==> config.mk <==
export PLATFORM = sky130hd
export DESIGN_NAME = multicycle_control_unit
export DESIGN_NICKNAME = d
export VERILOG_FILES = /design/src/rtl/multicycle_control_unit.sv
export SDC_FILE = /design/constraint.sdc
export NUM_CORES = 1
export LEC_CHECK = 0
export ABC_AREA = 1
export BUFFER_PORTS_ARGS = -buffer_cell sky130_fd_sc_hd__buf_4
export CAP_MARGIN = 5
export CORE_UTILIZATION = 44
export DETAILED_ROUTE_END_ITERATION = 10
export PLACE_DENSITY_LB_ADDON = 0.25
export SYNTH_ARGS = -nofsm -noshare
export SYNTH_HDL_FRONTEND = slang
export SYNTH_SLANG_ARGS = --single-unit
==> constraint.sdc <==
create_clock -name clk -period 1.7 [get_ports clk]
set_input_delay 0.34 -clock clk [delete_from_list [all_inputs] [get_ports clk]]
set_output_delay 0.34 -clock clk [all_outputs]
set_load 0.1 [all_outputs]
==> src/rtl/multicycle_control_unit.sv <==
// Main FSM of the multicycle RV32I core.
// Sequences IF/ID/EX/MEM/WB and drives every datapath enable and mux select.
module multicycle_control_unit #(
  parameter int ALU_OP_WIDTH = 4
) (
  input  logic                    clk,
  input  logic                    reset,
  input  logic [6:0]              opcode,
  input  logic                    ecall_halt,
  input  logic                    alu_bcond,
  input  logic                    mem_ready,
  output logic                    pc_write,
  output logic                    pc_source,
  output logic                    i_or_d,
  output logic                    mem_read,
  output logic                    mem_write,
  output logic                    ir_write,
  output logic                    mdr_write,
  output logic                    reg_write,
  output logic [1:0]              wb_src,
  output logic                    alu_src_a,
  output logic [1:0]              alu_src_b,
  output logic                    alu_out_write,
  output logic [ALU_OP_WIDTH-1:0] alu_op,
  output logic                    alu_ctrl_enable,
  output logic [2:0]              state,
  output logic                    inst_retired,
  output logic                    is_halted
);

  localparam logic [6:0] OP_ARITH  = 7'b0110011;
  localparam logic [6:0] OP_ARITHI = 7'b0010011;
  localparam logic [6:0] OP_LOAD   = 7'b0000011;
  localparam logic [6:0] OP_STORE  = 7'b0100011;
  localparam logic [6:0] OP_BRANCH = 7'b1100011;
  localparam logic [6:0] OP_JAL    = 7'b1101111;
  localparam logic [6:0] OP_JALR   = 7'b1100111;
  localparam logic [6:0] OP_ECALL  = 7'b1110011;

  localparam logic [ALU_OP_WIDTH-1:0] ALU_ADD = '0;

  localparam logic [1:0] WB_ALUOUT = 2'd0;
  localparam logic [1:0] WB_MDR    = 2'd1;
  localparam logic [1:0] WB_PC4    = 2'd2;
  localparam logic [1:0] SRCB_B    = 2'd0;
  localparam logic [1:0] SRCB_IMM  = 2'd1;
  localparam logic [1:0] SRCB_4    = 2'd2;

  typedef enum logic [2:0] {
    S_IF     = 3'd0,
    S_ID     = 3'd1,
    S_EX     = 3'd2,
    S_MEM    = 3'd3,
    S_WB     = 3'd4,
    S_PC_INC = 3'd5,
    S_HALT   = 3'd6
  } state_e;

  state_e state_q, state_d;
  logic   retired_q, retired_d;
  logic   known_op;

  assign known_op = opcode inside {
    OP_ARITH, OP_ARITHI, OP_LOAD, OP_STORE,
    OP_BRANCH, OP_JAL, OP_JALR, OP_ECALL
  };

  always_ff @(posedge clk) begin
    if (reset) begin
      state_q   <= S_IF;
      retired_q <= 1'b0;
    end else begin
      state_q   <= state_d;
      retired_q <= retired_d;
    end
  end

  always_comb begin
    state_d         = state_q;
    pc_write        = 1'b0;
    pc_source       = 1'b0;
    i_or_d          = 1'b0;
    mem_read        = 1'b0;
    mem_write       = 1'b0;
    ir_write        = 1'b0;
    mdr_write       = 1'b0;
    reg_write       = 1'b0;
    wb_src          = WB_ALUOUT;
    alu_src_a       = 1'b0;
    alu_src_b       = SRCB_B;
    alu_out_write   = 1'b0;
    alu_op          = ALU_ADD;
    alu_ctrl_enable = 1'b0;

    unique case (state_q)
      S_IF: begin
        mem_read = 1'b1;
        if (mem_ready) begin
          ir_write = 1'b1;
          state_d  = S_ID;
        end
      end
      S_ID: begin
        alu_src_b     = SRCB_IMM;
        alu_out_write = 1'b1;
        if (opcode == OP_ECALL)
          state_d = ecall_halt ? S_HALT : S_PC_INC;
        else if (!known_op)
          state_d = S_PC_INC;
        else
          state_d = S_EX;
      end
      S_EX: begin
        unique case (opcode)
          OP_ARITH, OP_ARITHI: begin
            alu_src_a       = 1'b1;
            alu_src_b       = (opcode == OP_ARITH) ? SRCB_B : SRCB_IMM;
            alu_ctrl_enable = 1'b1;
            alu_out_write   = 1'b1;
            state_d         = S_WB;
          end
          OP_LOAD, OP_STORE: begin
            alu_src_a     = 1'b1;
            alu_src_b     = SRCB_IMM;
            alu_out_write = 1'b1;
            state_d       = S_MEM;
          end
          OP_BRANCH: begin
            alu_src_a       = 1'b1;
            alu_ctrl_enable = 1'b1;
            if (alu_bcond) begin
              pc_write  = 1'b1;
              pc_source = 1'b1;
              state_d   = S_IF;
            end else begin
              state_d = S_PC_INC;
            end
          end
          OP_JAL: begin
            alu_src_b = SRCB_4;
            reg_write = 1'b1;
            wb_src    = WB_PC4;
            pc_write  = 1'b1;
            pc_source = 1'b1;
            state_d   = S_IF;
          end
          OP_JALR: begin
            alu_src_a     = 1'b1;
            alu_src_b     = SRCB_IMM;
            alu_out_write = 1'b1;
            state_d       = S_WB;
          end
          default: state_d = S_PC_INC;
        endcase
      end
      S_MEM: begin
        // ALUOut holds the address for the whole wait
        i_or_d = 1'b1;
        if (opcode == OP_LOAD) begin
          mem_read = 1'b1;
          if (mem_ready) begin
            mdr_write = 1'b1;
            state_d   = S_WB;
          end
        end else begin
          mem_write = 1'b1;
          if (mem_ready) begin
            alu_src_b = SRCB_4;
            pc_write  = 1'b1;
            state_d   = S_IF;
          end
        end
      end
      S_WB: begin
        reg_write = 1'b1;
        alu_src_b = SRCB_4;
        pc_write  = 1'b1;
        state_d   = S_IF;
        unique case (opcode)
          OP_LOAD: wb_src = WB_MDR;
          OP_JALR: begin
            wb_src    = WB_PC4;
            pc_source = 1'b1;
          end
          default: wb_src = WB_ALUOUT;
        endcase
      end
      S_PC_INC: begin
        alu_src_b = SRCB_4;
        pc_write  = 1'b1;
        state_d   = S_IF;
      end
      S_HALT: state_d = S_HALT;
      default: state_d = S_IF;
    endcase

    retired_d    = (state_d == S_IF) && (state_q != S_IF);
    state        = state_q;
    inst_retired = retired_q;
    is_halted    = (state_q == S_HALT);

    if (reset) begin
      state_d         = S_IF;
      retired_d       = 1'b0;
      pc_write        = 1'b0;
      pc_source       = 1'b0;
      i_or_d          = 1'b0;
      mem_read        = 1'b0;
      mem_write       = 1'b0;
      ir_write        = 1'b0;
      mdr_write       = 1'b0;
      reg_write       = 1'b0;
      wb_src          = WB_ALUOUT;
      alu_src_a       = 1'b0;
      alu_src_b       = SRCB_B;
      alu_out_write   = 1'b0;
      alu_op          = ALU_ADD;
      alu_ctrl_enable = 1'b0;
      state           = 3'd0;
      inst_retired    = 1'b0;
      is_halted       = 1'b0;
    end
  end

endmodule

==> impl_results.md, run 1 <==
* CTS resizes at 58
* Mapped Cells at 124
* Buffer type at the clock tree root: clkbuf_4
* Chip height at 41.9 um
* EDFF count, synth at 0
* Avg Cell Area, Syn at 5.66 um^2
* Num rows at 14
* Status: did not finish
* H-tree lvl count at 1
* Top_reg_cell synth: dfxtp_1
* Sequential fraction of the synthesis area at 11.4%
* # hold bufs at CTS at 0
* Post-CTS setup buffer count at 4
* Clk buf depth at 2
* TritonCTS Buffers at 3
* Input/output buffers at 31
* Synth top area cells: nor2_1 14%, nand2_1 12%, dfxtp_1 11%
* Clock tree sinks at 4
* #FFs+latches synth at 4
* Commonest cells in the netlist: 26 x nor2_1, 22 x nand2_1, 20 x inv_1
* Netlist Area Pre-Place at 702 um^2
* Exit stage: 4_1_cts
* Post-synth top area cell: nor2_1
* Chip width at 41.9 um
* Initial core utilization at 46.6%
* Post-synth cell types at 29
* Placer's final routability congestion estimate at 0.889
* Final HPWL DP at 2.09 mm
* Post-synth top area share at 13.9%
* Count leader, synth: nor2_1
* Async SR Flop Fraction at 0%
* Stop err: [ERROR DPL-0038] Utilization greater than 100%, impossible to legalize
* Syn. warnings at 0
* IO Pins at 36
-- cell families after synthesis --
family,Yosys count,synth area share [%]
flops,4,11.4
other cells,1,0.534
buf+inv,30,18.4
compound gates,13,11.9
simple gates,76,57.8
-- metrics by stage --
step	instance area, um^2	cells	worst slack (ns)	setup TNS [ns]	util [%]
3_5_place_dp	1280	194	-0.230	-1.55	84.8
3_3_place_gp	1280	194	-0.138	-0.828	84.8
2_1_floorplan	885	127	-0.774	-3.55	-
==> inputs of run 2 (changes only) <==
--- a/config.mk
+++ b/config.mk
@@ -8,9 +8,10 @@
 export ABC_AREA = 1
 export BUFFER_PORTS_ARGS = -buffer_cell sky130_fd_sc_hd__buf_4
 export CAP_MARGIN = 5
-export CORE_UTILIZATION = 44
+export CORE_AREA = 2 2 63 65
 export DETAILED_ROUTE_END_ITERATION = 10
-export PLACE_DENSITY_LB_ADDON = 0.25
+export DIE_AREA = 0 0 65 67
+export PLACE_DENSITY_LB_ADDON = 0.15
 export SYNTH_ARGS = -nofsm -noshare
 export SYNTH_HDL_FRONTEND = slang
 export SYNTH_SLANG_ARGS = --single-unit
==> impl_results.md, run 2 <==
* Status: finished with violations
* Failing checks: setup timing
* Launching point of the worst reg2reg path: state_q[0]$_SDFF_PP0_
* Total GRT Usage at 12.1%
* DRT antenna net count at 0
* Grt ovf at 0
* Sequential fraction of the synthesis area at 11.4% (unchanged)
* Chip width at 65 um (+55%)
* Placer's final routability congestion estimate at 0.824 (-7.3%)
* Final WS setup at -0.153 ns
* CTS clk-pin slew, worst paths at 0.03 ns
* Avg Cell Area, Syn at 5.66 um^2 (unchanged)
* Worst-path fanout max at 5
* Initial core utilization at 19.5% (-27 points)
* Initial antenna violation count at 0
* Commonest cells in the netlist: 26 x nor2_1, 22 x nand2_1, 20 x inv_1
* Period minus WS final at 1.85 ns
* Critical Path Sink Type: primary output
* Post-synth top area share at 13.9% (unchanged)
* Commonest non-fill, non-tap cell in the layout: buf_4
* RSZ-0062 raised after global routing: yes
* Setup Viol. Count Final at 10
* Full die area at 4360 um^2
* Highest clock rate at 540 MHz
* DP Area at 1320 um^2 (+3.1%)
* Final Max Tran Viols at 0
* Clk buf depth at 2 (unchanged)
* Hold slack final at 0.562 ns
* Nature of the critical path startpoint: register
* Hold/Removal Path Class: input pin to register
* Final hold violation count at 0
* LEAKAGE at 0.778 nW
* Worst Setup SP: state_q[1]$_SDFF_PP0_
* Count leader, synth: nor2_1
* TritonCTS Buffers at 3 (unchanged)
* Arrival time worst endpoint at 1.51 ns
* Top_reg_cell synth: dfxtp_1
* Slowest CP cell: dfxtp_2
* Mapped Cells at 124 (unchanged)
* Max FFs per register at 3
* Worst skew pair latency at 0.22 ns
* Largest net degree at the start of global routing at 11
* Via count at 997
* Async SR Flop Fraction at 0% (unchanged)
* Share of layout cells above drive strength 1 at 70.1%
* CTS tree: built
* Commonest non-fill, non-tap cells in the layout: 42 x buf_4, 16 x nor2_4, 16 x buf_12
* Routed wire per std cell at 10.4 um
* Largest regs: state_q x3, retired_q x1
* Vias in the first global route at 987
* Post-synth top area cell: nor2_1
* Critical path type: register to primary output
* #FFs+latches synth at 4 (unchanged)
* Final period util at 109%
* EDFF count, synth at 0 (unchanged)
* Num rows at 22 (+8)
* Post-route cell area at 1740 um^2
* Ant diodes at 0
* Tot Pwr at 0.711 mW
* Cell-by-cell listing of the critical path: inv_4 -> nor2_4 -> buf_6 -> nand4_1 -> nand2_1 -> nand2_2 -> clkinvlp_4 -> buf_12
* Synth top area cells: nor2_1 14%, nand2_1 12%, dfxtp_1 11%
* Core Area at 3610 um^2
* First drt pass iteration count at 2
* Worst Path Buf+Inv at 4
* Placed cell count at 226 (+16%)
* Nets at 201
* Biggest register: state_q
* Netlist Area Pre-Place at 702 um^2 (unchanged)
* H-tree lvl count at 1 (unchanged)
* Clock skew at 0.00218 ns
* Synthesis-to-layout area growth at 148%
* Chip height at 67 um (+60%)
* Final HPWL DP at 1.96 mm (-5.9%)
* Buffer type at the clock tree root: clkbuf_8
* Post-Route WL at 2.45 mm
* Fillers at 369
* Final core utilization at 48.2%
* Top delay family on crit path: simple AND/OR/NAND/NOR gates
* Initial DRC count at 18
* Post-Layout Cell Count at 235
* Clock tree sinks at 4 (unchanged)
* WP data required at 1.36 ns
* Max-Cap Viols at 0
* DRC at 0
* Routed vias/inst at 4.24
* CP peak stage delay at 0.34 ns
* Post-synth cell types at 29 (unchanged)
* IO Pins at 36 (unchanged)
* Input/output buffers at 31 (unchanged)
* First-pass GRT wire length at 4.20 mm
* Syn. warnings at 0 (unchanged)
* Hold Crit Start: reset
* PwrDens at 409 nW/um^2
* Maximum vdd drop at 0.000160 V
==> run 2: cell counts after synthesis <==
No cell type changed its count.
==> run 2: final timing paths <==
path                                end  slack (ns)  cells after the start
setup / recovery               pc_write       -0.15                      8
hold / removal    state_q[1]$_SDFF_PP0_        0.56                      3
setup reg to reg   retired_q$_SDFF_PP0_        0.34                      8
hold reg to reg   state_q[2]$_SDFF_PP0_        0.77                      4
==> run 2: metal layers <==
metal  global-route usage (%)  vias to the layer above  part of all wire [%]
met1                     14.8                      469                    41
met4                     3.19                        0                  0.94
met5                        0                        -                     0
met3                     1.18                        3                   2.5
li1                         -                      506                     -
met2                     22.6                       19                    55
==> run 2: power by group <==
group | internal [mW] | leakage (nW) | total (mW) | switching [mW]
Clock | 0.151 | 0.0216 | 0.206 | 0.0549
Combinational | 0.131 | 0.722 | 0.393 | 0.262
Sequential | 0.102 | 0.0346 | 0.113 | 0.0106
==> run 2: final cells by class <==
cell class | instances | area, um^2 | area share (%)
clock buffers | 3 | 41.3 | 2.37
inverters | 24 | 110 | 6.33
multi-input cells | 93 | 739 | 42.5
flip-flops and latches | 4 | 88.8 | 5.11
well taps | 48 | 60.1 | 3.45
repair buffers | 63 | 699 | 40.2
==> run 2: kinds of logic (layout without fill, tap and decap cells) <==
logic type | count (synthesis) | after routing | synth area share [%]
AOI/OAI and AO/OA | 13 | 13 | 11.9
buffers and inverters | 30 | 90 | 18.4
DFF | 4 | 4 | 11.4
other | 1 | 4 | 0.534
and+or+nand+nor | 76 | 76 | 57.8
==> run 2: repair_timing <==
item | in CTS | in global routing
pin swaps | 9 | 9
gates resized for setup | 65 | 26
buffers inserted | 6 | 2
hold buffers | 0 | 0
setup endpoints to repair | 16 | 15
==> run 2: metrics by stage <==
stage	worst slack (ns)	TNS, ns
after floorplan	-0.774	-3.55
after detailed placement	-0.238	-1.20
after global routing	-0.207	-1.60
after CTS	-0.167	-0.787
after global placement	-0.212	-1.07
final	-0.153	-0.784
==> run 2: worst min-delay path, delay by kind of cell <==
family / cells / cell delay [ns]
AND/OR/NAND/NOR: 1 / 0.05
buffers and inverters: 2 / 0.35
Power figures use the tool's default switching activity.
